$ cat src/rtl/fwd_pkg.sv
// Shared types for the operand-forwarding / hazard controller: stage tags,
// operand-mux select encoding and the producer-match helper.
package fwd_pkg;

    localparam int REG_AW = 5;

    typedef struct packed {
        logic              valid;
        logic [REG_AW-1:0] rd;
        logic              wen;
        logic              is_load;
    } stage_tag_t;

    typedef enum logic [1:0] {
        SEL_IDEX = 2'b00,
        SEL_MEM  = 2'b01,
        SEL_WB   = 2'b10,
        SEL_LOAD = 2'b11
    } fwd_sel_e;

    // x0 is hard-wired zero, so a producer targeting it never forwards.
    function automatic logic tag_hit(stage_tag_t t, logic [REG_AW-1:0] src, logic use_src);
        return t.valid && t.wen && (t.rd != '0) && (t.rd == src) && use_src;
    endfunction

endpackage

$ cat src/rtl/fwd_hazard_ctrl_src_sel.sv
// Combinational forwarding-source priority select for one EX operand; the
// nearer producer (current EX) wins over the farther one (current MEM).
module fwd_src_sel
    import fwd_pkg::*;
(
    input  logic [REG_AW-1:0] src,
    input  logic              use_src,
    input  stage_tag_t        ex_tag,
    input  stage_tag_t        mem_tag,
    output fwd_sel_e          sel,
    output logic              load_hit
);

    logic ex_hit;
    logic mem_hit;

    always_comb begin
        ex_hit   = tag_hit(ex_tag, src, use_src);
        mem_hit  = tag_hit(mem_tag, src, use_src);
        sel      = SEL_IDEX;
        load_hit = 1'b0;
        // A load still in EX has no data yet; it must block the older MEM match.
        if (ex_hit) begin
            if (ex_tag.is_load) begin
                load_hit = 1'b1;
            end else begin
                sel = SEL_MEM;
            end
        end else if (mem_hit) begin
            sel = mem_tag.is_load ? SEL_LOAD : SEL_WB;
        end
    end

endmodule

$ cat src/rtl/fwd_hazard_ctrl.sv
// Operand-forwarding and load-use hazard controller for the 5-stage pipeline.
// Optional performance counters are compiled in with FWD_PERF_CNT_EN.
module fwd_hazard_ctrl #(
    parameter int REG_AW = fwd_pkg::REG_AW
`ifdef FWD_PERF_CNT_EN
    ,
    parameter int CNT_W  = 32
`endif
) (
    input  logic              clk,
    input  logic              rst_n,
    input  logic              id_valid,
    input  logic [REG_AW-1:0] id_rs1,
    input  logic [REG_AW-1:0] id_rs2,
    input  logic              id_use_rs1,
    input  logic              id_use_rs2,
    input  logic              id_use_imm,
    input  logic [REG_AW-1:0] id_rd,
    input  logic              id_wen,
    input  logic              id_is_load,
    input  logic              flush,
    input  logic              dcache_stall,
    output logic [1:0]        rs_sel,
    output logic [1:0]        rt_sel,
    output logic              stall_if_id,
    output logic              bubble_ex,
    output logic              freeze
`ifdef FWD_PERF_CNT_EN
    ,
    output logic [CNT_W-1:0]  perf_lu_stalls,
    output logic [CNT_W-1:0]  perf_fwds
`endif
);

    import fwd_pkg::*;

    // WB producers need no entry here: by the time the ID instruction reads its
    // operands in EX they have already retired into the register file.
    stage_tag_t ex_q;
    stage_tag_t mem_q;
    stage_tag_t ex_d;
    fwd_sel_e   rs_sel_q;
    fwd_sel_e   rt_sel_q;
    fwd_sel_e   rs_sel_d;
    fwd_sel_e   rt_sel_d;
    logic       rs_load_hit;
    logic       rt_load_hit;
    logic       use_rt;
    logic       load_use;
    logic       issue;

    assign use_rt = id_use_rs2 & ~id_use_imm;

    fwd_src_sel u_rs_sel (
        .src      (id_rs1),
        .use_src  (id_use_rs1),
        .ex_tag   (ex_q),
        .mem_tag  (mem_q),
        .sel      (rs_sel_d),
        .load_hit (rs_load_hit)
    );

    fwd_src_sel u_rt_sel (
        .src      (id_rs2),
        .use_src  (use_rt),
        .ex_tag   (ex_q),
        .mem_tag  (mem_q),
        .sel      (rt_sel_d),
        .load_hit (rt_load_hit)
    );

    // Priority: freeze over flush over load-use.
    always_comb begin
        freeze      = dcache_stall;
        load_use    = ~dcache_stall & ~flush & id_valid & (rs_load_hit | rt_load_hit);
        stall_if_id = load_use;
        bubble_ex   = ~dcache_stall & (flush | load_use);
        issue       = id_valid & ~bubble_ex;
        ex_d        = '0;
        if (issue) begin
            ex_d = '{valid: 1'b1, rd: id_rd, wen: id_wen, is_load: id_is_load};
        end
    end

    always_ff @(posedge clk or negedge rst_n) begin
        if (!rst_n) begin
            ex_q     <= '0;
            mem_q    <= '0;
            rs_sel_q <= SEL_IDEX;
            rt_sel_q <= SEL_IDEX;
        end else if (!dcache_stall) begin
            mem_q    <= ex_q;
            ex_q     <= ex_d;
            rs_sel_q <= issue ? rs_sel_d : SEL_IDEX;
            rt_sel_q <= issue ? rt_sel_d : SEL_IDEX;
        end
    end

    assign rs_sel = rs_sel_q;
    assign rt_sel = rt_sel_q;

`ifdef FWD_PERF_CNT_EN
    logic [CNT_W-1:0] lu_cnt_q;
    logic [CNT_W-1:0] fwd_cnt_q;

    always_ff @(posedge clk or negedge rst_n) begin
        if (!rst_n) begin
            lu_cnt_q  <= '0;
            fwd_cnt_q <= '0;
        end else begin
            if (stall_if_id && (lu_cnt_q != '1)) begin
                lu_cnt_q <= lu_cnt_q + CNT_W'(1);
            end
            if (!dcache_stall && ((rs_sel_q != SEL_IDEX) || (rt_sel_q != SEL_IDEX))
                && (fwd_cnt_q != '1)) begin
                fwd_cnt_q <= fwd_cnt_q + CNT_W'(1);
            end
        end
    end

    assign perf_lu_stalls = lu_cnt_q;
    assign perf_fwds      = fwd_cnt_q;
`endif

endmodule

$ cat config.mk
export PLATFORM = sky130hd
export DESIGN_NAME = fwd_hazard_ctrl
export DESIGN_NICKNAME = d
export VERILOG_FILES = /design/src/rtl/fwd_pkg.sv /design/src/rtl/fwd_hazard_ctrl_src_sel.sv /design/src/rtl/fwd_hazard_ctrl.sv
export SDC_FILE = /design/constraint.sdc
export NUM_CORES = 1
export LEC_CHECK = 0
export CAP_MARGIN = 40
export CORE_ASPECT_RATIO = 1.25
export CORE_MARGIN = 5
export CORE_UTILIZATION = 50
export CTS_CLUSTER_DIAMETER = 100
export CTS_CLUSTER_SIZE = 14
export DETAILED_ROUTE_END_ITERATION = 8
export PLACE_DENSITY = 0.83
export SLEW_MARGIN = 10
export SYNTH_ARGS = -nofsm -noshare
export SYNTH_HDL_FRONTEND = slang
export SYNTH_HIERARCHICAL = 1
export SYNTH_SLANG_ARGS = --single-unit
$ cat constraint.sdc
create_clock -name clk -period 8.6 [get_ports clk]
set_clock_uncertainty 0.2 [all_clocks]
set_input_delay 2.58 -clock clk [delete_from_list [all_inputs] [get_ports clk]]
set_output_delay 2.58 -clock clk [all_outputs]
set_load 0.01 [all_outputs]
# [After elaboration in Yosys (flattened, before gate mapping)]
# Index checks and enable logic that the tools add are counted.
[word_totals] memories=0 wordCells=52 romBits=0 latchBits=0 out_inout_bits=7 inputBits=25 ff_bits=20 ram_bits=0
[classes] n_reduce_logical=14 eq_ne=4 n_div=0 add_sub_neg=0 bitwise_logic=12 n_mux=12 n_shift=0 magnitude_cmp=0 mul=0
[ops] op="$eq 5x5->1" count=4
[ops] op="$logic_and 1x1->1" count=12
[ops] op="$mux 2" count=6
[ops] op="$reduce_bool 5->1" count=2
[ops] op="$mux 8" count=1
[ops] op="$and 1x1->1" count=6
[ops] op="$mux 1" count=5
[ops] op="$not 1->1" count=4
[ops] op="$or 1x1->1" count=2

# [Depth between registers and ports, before layout]
[logic_depth] ltp_word=12 mapped_depth=7 depth_no_buf=6

# [By module]
# Netlist, hierarchy kept.
[modules_own_cells] mod="fwd_hazard_ctrl" area_each_um2=787.0 instances=1 seq_area_each_um2=500.5 cells_each=51
[modules_own_cells] mod="fwd_src_sel" area_each_um2=176.4 instances=2 seq_area_each_um2=0.0 cells_each=27

# [Least setup slack after synthesis]
# Ideal clock, no wire load.
[synth_timing] path_type="in2out" from="input id_rs2[0]" to="output bubble_ex" required_ns=5.820 arrival_time_ns=3.845 path_buffers=0 path_slack_ns=1.975 cell_stages=6 path_cell_list="or4_1 -> a21oi_1 -> nor3_1 -> and2_2 -> o21ai_0 -> a21oi_1"
[synth_via] elab_chain_len=8
[synth_lines] element="start: declaration" line="fwd_hazard_ctrl.sv:14" text="input logic [REG_AW-1:0] id_rs2,"
[synth_lines] element="$eq 5x5->1" line="fwd_pkg.sv:23" text="return t.valid && t.wen && (t.rd != '0) && (t.rd == src) && use_src;"
[synth_lines] element="$logic_and 1x1->1 (2 in series)" line="fwd_pkg.sv:23"
[synth_lines] element="$mux 1" line="fwd_hazard_ctrl_src_sel.sv:23" text="if (ex_hit) begin"
[synth_lines] element="via rt_load_hit" line="fwd_hazard_ctrl.sv:47" text="logic rt_load_hit;"
[synth_lines] element="$or 1x1->1" line="fwd_hazard_ctrl.sv:75" text="load_use = ~dcache_stall & ~flush & id_valid & (rs_load_hit | rt_load_hit);"
[synth_lines] element="$and 1x1->1" line="fwd_hazard_ctrl.sv:75"
[synth_lines] element="$or 1x1->1" line="fwd_hazard_ctrl.sv:77" text="bubble_ex = ~dcache_stall & (flush | load_use);"
[synth_lines] element="$and 1x1->1" line="fwd_hazard_ctrl.sv:77"
[synth_lines] element="end: declaration" line="fwd_hazard_ctrl.sv:26" text="output logic bubble_ex,"
# The timed path passes the listed nets, and every way through them passes these cells.

# [Worst setup path in the final report]
# Same ends and word-level chain as after synthesis.

==> out/results.tsv <==
metric	value	unit
Req. time, crit path	5820	ps
Unique masters post-synth	27	
Core ar.	2187	µm²
CTS Sinks	20	
post-DR wirelength/cell	15.33	µm
Pins Over Slew Limit	0	
vias in the first global route	969	
Worst-path clk slew	110	ps
Levels on crit path	8	
crit-path max FO	3	
Worst-Margin Slew	620.6	ps
Slew headroom	58.32	%
routed vias/inst	5.655	
Max Cap Viol	0	
Resized Gates After CTS	0	
Tot GR Track Use	17.17	%
postcts setup bufs	0	
Startpoint Class	input port	
nets	163	
Hold Crit Endpoint	rs_sel[1]$_DFFE_PN0N_	
RSZ-0062 raised after global routing	false	
Die Y	63.38	µm
DRT iter0 DRCs	8	
RR Startpoint	ex_q[6]$_DFFE_PN0N_	
PwrDens	130.7	nW/µm²
Die Wd	52.71	µm
Fmax	0.1307	GHz
VDD IR max	0.1177	mV
Cell Area, Synth	1140	µm²
CTS tree	yes	
Syn Inst Count	105	
Setup CP Type	input port to output pin	
first-pass detailed-route iteration total	4	
hold depth	1	
Hold Crit Start	rs_sel[1]$_DFFE_PN0N_	
Worst Reg-to-Reg Cells	6	
Area growth syn-to-layout	33.70	%
#FFs+latches synth	20	
max incr delay on CP	560	ps
Critical Path End Type	output pin	
worst path buffer plus inverter count	2	
Post-DP HPWL	2108	µm
first-pass GRT wire length	4381	µm
Fin Setup TNS	0	ps
status	finished, final reports clean	
Arr. time, crit path	4870	ps
# DRC	0	
fillers	183	
worst hold path class	register to register	
Antenna Nets Post-Route	0	
PortBufs	31	
initial core utilization	52.12	%
antenna cells	0	
remaining global-route overflow	0	
Row Count	19	
Mapped Nets	130	
critical-path cell list	clkdlybuf4s50_1 -> or4_1 -> a21oi_1 -> nor3_1 -> and2_2 -> o21ai_0 -> a21oi_1 -> clkdlybuf4s50_1	
yosys warns	6	
register area	500.5	µm²
Worst path slowest cell	or4_1	
minimum clock period	7653	ps
# IOs	32	
Vias	950	
syn_area_per_cell	10.86	µm²
die area	3340	µm²
final hold vios	0	
CTS max path bufs	2	
CTS H-tree lvls	1	
maximum number of pins on one net before global-route repair	17	
clock root buffer	clkbuf_4	
Reg2Reg Setup Slack	6440	ps
sequential area share after synthesis	43.91	%
Skew-Pair Late Insertion Delay	290	ps
Finished Layout Cells	168	
Post-Place Cells	164	
final worst path period share	88.99	%
CTS buffer count	3	
initial antenna violation count	0	
worst r2r dst	ex_q[4]$_DFFE_PN0N_	
CP delay by family, top	buffers and inverters	
Lkg Pwr	0.6292	nW
drt total wl	2576	µm
multi-input logic area	604.3	µm²
layout cells sized above 1	9.489	%
# setup viols final	0	
post-cts hold buffer count	0	
gpl congestion	0.9152	
## cell type report
cell class                      count  area share (%)
Clock buffer                        4           2.381
Inverter                            1          0.2463
Multi-Input combinational cell     79           39.66
Sequential cell                    20           32.84
Tap cell                           31           2.545
Timing Repair Buffer               33           22.33
## where the power goes
group,switching [mW],internal (mW),leakage (nW)
Sequential,0.00686,0.0991,0.271
Clock,0.0273,0.0258,0.0210
Combinational,0.0167,0.0234,0.337
Total,0.0508,0.148,0.629
## cell usage after synthesis, drive strengths merged
master	count	area, µm²
nor2	6	22.52
nand2	2	7.510
nand4	4	25.02
xor2	8	70.07
a22o	1	8.760
o21ai	3	15.01
dfrtp	20	500.5
xnor2	8	70.07
and2	4	27.52
nor4	3	33.78
or4	2	15.01
clkbuf	2	7.510
buf	3	23.77
nor2b	1	6.260
mux2i	2	20.02
a21oi	3	15.01
or2	2	12.51
inv	1	3.750
a32o	11	110.1
nor3	5	25.02
mux2	8	90.08
nand3	6	30.03
## layout by cell type (no fill, tap or decap), types with 2 or more instances in the layout
| master | netlist | final |
|---|---|---|
| a21oi_1 | 3 | 3 |
| a32o_1 | 11 | 11 |
| and2_1 | 2 | 2 |
| and2_2 | 2 | 2 |
| buf_8 | 0 | 2 |
| clkbuf_4 | 0 | 3 |
| clkdlybuf4s50_1 | 0 | 31 |
| dfrtp_1 | 20 | 20 |
| mux2_1 | 6 | 6 |
| mux2_2 | 2 | 2 |
| mux2i_1 | 2 | 2 |
| nand2_1 | 2 | 2 |
| nand3_1 | 6 | 6 |
| nand4_1 | 4 | 4 |
| nor2_1 | 6 | 6 |
| nor3_1 | 5 | 5 |
| nor4_1 | 2 | 2 |
| o21ai_0 | 3 | 3 |
| or2_2 | 2 | 2 |
| or4_1 | 2 | 2 |
| xnor2_1 | 8 | 8 |
| xor2_1 | 8 | 8 |
## routing by layer
metal	share of wire (%)	GRT usage, %	vias to the layer above
li1	-	-	456
met1	41	23.39	464
met2	54	27.48	26
met3	4.0	3.302	4
met4	0.62	4.473	0
met5	0	0	-
## worst max path at each step
stage | from | end | slack, ps
after floorplan | id_rs2[0] | bubble_ex | 1970
after global placement | id_rs2[0] | bubble_ex | 920
after detailed placement | id_rs2[0] | bubble_ex | 950
after CTS | id_rs2[0] | bubble_ex | 960
after global routing | id_rs2[0] | bubble_ex | 770
final | id_rs2[0] | bubble_ex | 950
## flip-flops by register name (all words and copies together) (netlist names)
signal  cells
ex_q        8
mem_q       8
rs_sel      2
rt_sel      2
## cell families after synthesis
family	after synthesis	share of synthesized area [%]
compound gates	18	13.06
xor+xnor	16	12.29
buf+inv	6	3.073
flops	20	43.91
mux	10	9.659
simple gates	35	18.00
## through the flow
| stage | util [%] | power, mW | worst slack [ps] | cell area, µm² | hold slack [ps] |
|---|---|---|---|---|---|
| 6_report | 69.68 | 0.1992 | 946.6 | 1524 | 301.8 |
| 3_3_place_gp | 66.65 | 0.1450 | 924.4 | 1458 | 277.2 |
| 2_1_floorplan | - | 0.1261 | 1975 | 1140 | 288.2 |
| 3_5_place_dp | 68.02 | 0.1479 | 952.1 | 1488 | 284.4 |
| 5_1_grt | 69.68 | 0.2113 | 766.7 | 1524 | 344.9 |
| 4_1_cts | 69.68 | 0.2007 | 956.2 | 1524 | 310.5 |
Power figures use the tool's default switching activity.
==> variant 1: new RTL, same flow settings <==
Add a define of `FWD_PERF_CNT_EN`.
--- a/src/rtl/fwd_hazard_ctrl.sv
+++ b/src/rtl/fwd_hazard_ctrl.sv
@@ -1,5 +1,7 @@
 // Operand-forwarding and load-use hazard controller for the 5-stage pipeline.
 // Optional performance counters are compiled in with FWD_PERF_CNT_EN.
+`define FWD_PERF_CNT_EN
+
 module fwd_hazard_ctrl #(
     parameter int REG_AW = fwd_pkg::REG_AW
 `ifdef FWD_PERF_CNT_EN
Formal check against the unedited RTL (old outputs only; new: perf_fwds and perf_lu_stalls): equivalent (equiv_simple and equiv_induct, registers matched by name and starting in step).
==> variant 1 against the unedited design <==
Area after synthesis grew to 3.8 times the old value. Total power rose to 3.7 times the old value. Register-to-register slack got worse by 1100 ps. Sequential cell count increased by 64. Final area increased to 3.6 times the old value. Routed wire length increased to 4.1 times the old value. Sequential power grew to 3.9 times the old value. Sequential share of layout area up 5.1 points. Via count rose to 3.8 times the old value. Worst setup slack worse by 2.7 ps. Largest cell class unchanged. Highest routed layer unchanged.
==> variant 1: results (changes against the unedited design) <==
| Metric | Value |
|---|---|
| Post-detail-place hpwl | 7.78 mm (was 2.11 mm) |
| DRT iter0 DRCs | 115 (was 8) |
| Max incr delay on CP | 590 ps (was 560 ps) |
| First-pass GRT wire length | 17.5 mm (was 4.38 mm) |
| Pin count of the biggest net entering global routing | 65 (was 17) |
| Critical path peak fanout | 4 (was 3) |
| End of the critical path | stall_if_id (was bubble_ex) |
| Run status | complete, no violations (unchanged) |
| TritonCTS Buffers | 9 (was 3) |
| WHS Endpoint | perf_fwds[31] (was rs_sel[1]) |
| WL final | 10.4 mm (was 2.58 mm) |
| DR pass1 iterations | 5 (was 4) |
| Actual slew at the worst max-slew pin | 831 ps (was 621 ps) |
| Input/output buffers | 95 (was 31) |
| Most frequent cells after synthesis | dfrtp_1 (84), xnor2_1 (39), xor2_1 (36) (was dfrtp_1 (20), a32o_1 (11), xnor2_1 (8), xor2_1 (8)) |
| Sequential share of the synthesized area | 49.0% (was 43.9%) |
| Distinct cell type count after synthesis | 41 (was 27) |
| GRT Total Usage | 20.8% (was 17.2%) |
| R2R Setup Slk | 5360 ps (was 6440 ps) |
| Share of cells above drive strength 1 | 8.56% (was 9.49%) |
| Crit-path slowest cell | clkdlybuf4s50_1 (was or4_1) |
| R2R Path Start | ex_q[3] (was ex_q[6]) |
| Min-delay src | perf_fwds[31] (was rs_sel[1]) |
| WP data arrival | 4880 ps (was 4870 ps) |
| Final #Nets | 536 (was 163) |
| Pre-CTS WS | 1010 ps (was 952 ps) |
| R2R cell count | 9 (was 6) |
| Syn_nets | 437 (was 130) |
| CTS Root Cell | clkbuf_8 (was clkbuf_4) |
| Pleak | 2.32 nW (was 0.629 nW) |
| Reg2reg end | perf_lu_stalls[25] (was ex_q[4]) |
-- variant 1: metrics by stage --
stage / instances / cell area (um2) / hold slack (ps) / util (%)
2_1_floorplan: 410 / 4290 / 294 / -
5_1_grt: 611 / 5540 / 322 / 66.8
6_report: 611 / 5540 / 292 / 66.8
4_1_cts: 611 / 5540 / 298 / 66.8
3_5_place_dp: 595 / 5350 / 286 / 64.5
3_3_place_gp: 593 / 5310 / 275 / 64.1
-- variant 1: logic make-up (layout without fill, tap and decap cells) --
logic type / Yosys count / after routing / synth area share (%)
flops: 84 / 84 / 49.0
fa+ha+maj: 2 / 2 / 0.584
xor+xnor: 75 / 75 / 15.3
simple gates: 193 / 193 / 24.9
mux: 12 / 12 / 3.09
buf+inv: 16 / 120 / 1.87
compound gates: 28 / 28 / 5.22
-- variant 1: critical path, delay by kind of cell --
| kind | cells | cell delay [ps] |
|---|---|---|
| simple gates | 5 | 1030 |
| buf+inv | 2 | 1120 |
| xor+xnor | 1 | 150 |
-- variant 1: where the power goes --
part           internal, mW  leakage [nW]  switching [mW]
Clock                 0.121        0.0876           0.145
Sequential            0.403          1.15          0.0115
Combinational        0.0306          1.09          0.0260
-- variant 1: routing by layer --
metal | track usage [%] | vias to the layer above | part of all wire, %
met5 | 0 | - | 0
met4 | 9.78 | 0 | 3.2
met3 | 5.54 | 31 | 5.7
met2 | 34.5 | 126 | 51
met1 | 25.1 | 1739 | 40
li1 | - | 1681 | -
-- variant 1: cell type report --
cell class | instances | area [um2]
Timing Repair Buffer | 99 | 1000
Sequential cell | 84 | 2100
Inverter | 5 | 18.8
Tap cell | 97 | 121
Clock buffer | 11 | 151
Fill cell | 673 | 2750
Clock inverter | 5 | 36.3
Multi-Input combinational cell | 310 | 2110
==> variant 2: new RTL, same settings <==
Made on the original files. The package constant `REG_AW` goes from 5 to 7.
--- a/src/rtl/fwd_pkg.sv
+++ b/src/rtl/fwd_pkg.sv
@@ -2,7 +2,7 @@
 // operand-mux select encoding and the producer-match helper.
 package fwd_pkg;
 
-    localparam int REG_AW = 5;
+    localparam int REG_AW = 7;
 
     typedef struct packed {
         logic              valid;
Interface: changed (resized id_rd, id_rs1 and id_rs2); port bits go from 32 to 38. No check against the original RTL was run, so the function may have changed too.
==> variant 2 against the unedited design <==
Routed wire length increased by 35%. Combinational power up 42%. Sequential share of layout area fell by 0.69 points. Count of clock-buffer cells in the layout shrank 1. First-iteration DRC count increased to 5.5 times the old value. Final area is 23% higher. Worst setup slack got worse by 100 ps. Synthesized cell count up 20%. Final cell count is 17% higher. Total power is 18% higher. Sequential cell count up 4. Area after synthesis up 27%.
==> variant 2: results (changes against the unedited design) <==
| Metric | Value |
|---|---|
| Run status | complete, no violations (unchanged) |
| Internal power | 0.168 mW (was 0.148 mW) |
| Final #Nets | 195 (was 163) |
| GPL Wtd Cong | 1.03 (was 0.915) |
| Most frequent cells after synthesis | dfrtp_1 (24), xor2_1 (22), mux2_2 (10) (was dfrtp_1 (20), a32o_1 (11), xnor2_1 (8), xor2_1 (8)) |
| Met2 WL | 1.76 mm (was 1.40 mm) |
| Min-delay src | rs_sel[0] (was rs_sel[1]) |
| Crit-path slowest cell | clkdlybuf4s50_1 (was or4_1) |
| Total number of vias | 1184 (was 950) |
| Vias in the first global route | 1268 (was 969) |
| First-pass GRT wire length | 5.83 mm (was 4.38 mm) |
| Comb power | 0.0568 mW (was 0.0401 mW) |
| Placed cell count | 193 (was 164) |
| Placed cell area | 1850 um2 (was 1490 um2) |
| Max incr delay on CP | 590 ps (was 560 ps) |
| Actual slew at the worst max-slew pin | 768 ps (was 621 ps) |
| Met2 Use GR | 29.6% (was 27.5%) |
| WP data arrival | 4970 ps (was 4870 ps) |
| DR WL met3 | 194 um (was 102 um) |
| Synth area leaders | dfrtp_1 (41%), xor2_1 (13%), mux2_2 (7.8%), a32o_2 (7.0%), xnor2_1 (3.6%) (was dfrtp_1 (44%), a32o_1 (9.7%), xnor2_1 (6.1%), xor2_1 (6.1%), mux2_1 (5.9%)) |
| DRT iter0 DRCs | 44 (was 8) |
| GRT Total Usage | 18.2% (was 17.2%) |
| Sequential power | 0.130 mW (was 0.106 mW) |
| Input/output buffers | 37 (was 31) |
| Clk_lat worst skew | 310 ps (was 290 ps) |
| Final cell count without fillers | 196 (was 168) |
| Sequential share of the synthesized area | 41.3% (was 43.9%) |
| R2R Path Start | ex_q[4] (was ex_q[6]) |
| GRT met3 Usage | 4.24% (was 3.30%) |
| Post-detail-place hpwl | 2.72 mm (was 2.11 mm) |
| Syn_nets | 157 (was 130) |
| Filler cells | 225 (was 183) |
| Share of cells above drive strength 1 | 19.1% (was 9.49%) |
| Crit. Startpoint | id_rs1[4] (was id_rs2[0]) |
| Avg Cell Area, Syn | 11.5 um2 (was 10.9 um2) |
| Wire per inst | 17.7 um (was 15.3 um) |
| Metal-1 WL | 1.45 mm (was 1.06 mm) |
| Maximum VDD drop | 98.3 uV (was 118 uV) |
## variant 2: cell types whose count changed in the layout (fill, tap and decap cells not counted), moves of 4 or more
cell	before	now
mux2_2	2	10
nor4_1	2	6
dfrtp_1	20	24
mux2_1	6	0
clkdlybuf4s50_1	31	37
a32o_2	0	9
nor4_2	0	4
xor2_1	8	22
a32o_1	11	4
## variant 2: path summary, 6_finish.rpt
path	end	slack (ps)
max	stall_if_id	850
min	rs_sel[0]	300
max reg2reg	ex_q[6]	6220
min reg2reg	rs_sel[0]	300
max in group asynchronous	ex_q[0]	5350
min in group asynchronous	ex_q[5]	2380
## variant 2: stage by stage
step | setup WS, ps | power [mW]
after detailed placement | 879 | 0.188
after global routing | 655 | 0.249
final | 846 | 0.235
after floorplan | 2020 | 0.161
after global placement | 919 | 0.185
after CTS | 867 | 0.235
## variant 2: kinds of logic (layout without fill, tap and decap cells)
| family | count (synthesis) | count (layout) | synth area share, % |
|---|---|---|---|
| AO/OA/AOI/OAI | 16 | 16 | 11.0 |
| XOR/XNOR | 28 | 28 | 16.9 |
| buffers and inverters | 9 | 45 | 3.70 |
| flip-flops | 24 | 24 | 41.3 |
| multiplexers | 12 | 12 | 9.13 |
| AND/OR/NAND/NOR | 37 | 37 | 17.9 |
## variant 2: final cells by class
class | instances | area share, %
multi-input cells | 93 | 42.7
flip-flops and latches | 24 | 32.2
repair buffers | 39 | 21.0
well taps | 34 | 2.28
clock buffers | 3 | 1.21
inverters | 3 | 0.603
## variant 2: critical path, delay by kind of cell
kind / cells / cell delay, ps
AND/OR/NAND/NOR: 4 / 1010
AO/OA/AOI/OAI: 1 / 150
buffers and inverters: 2 / 1040
XOR/XNOR: 1 / 190
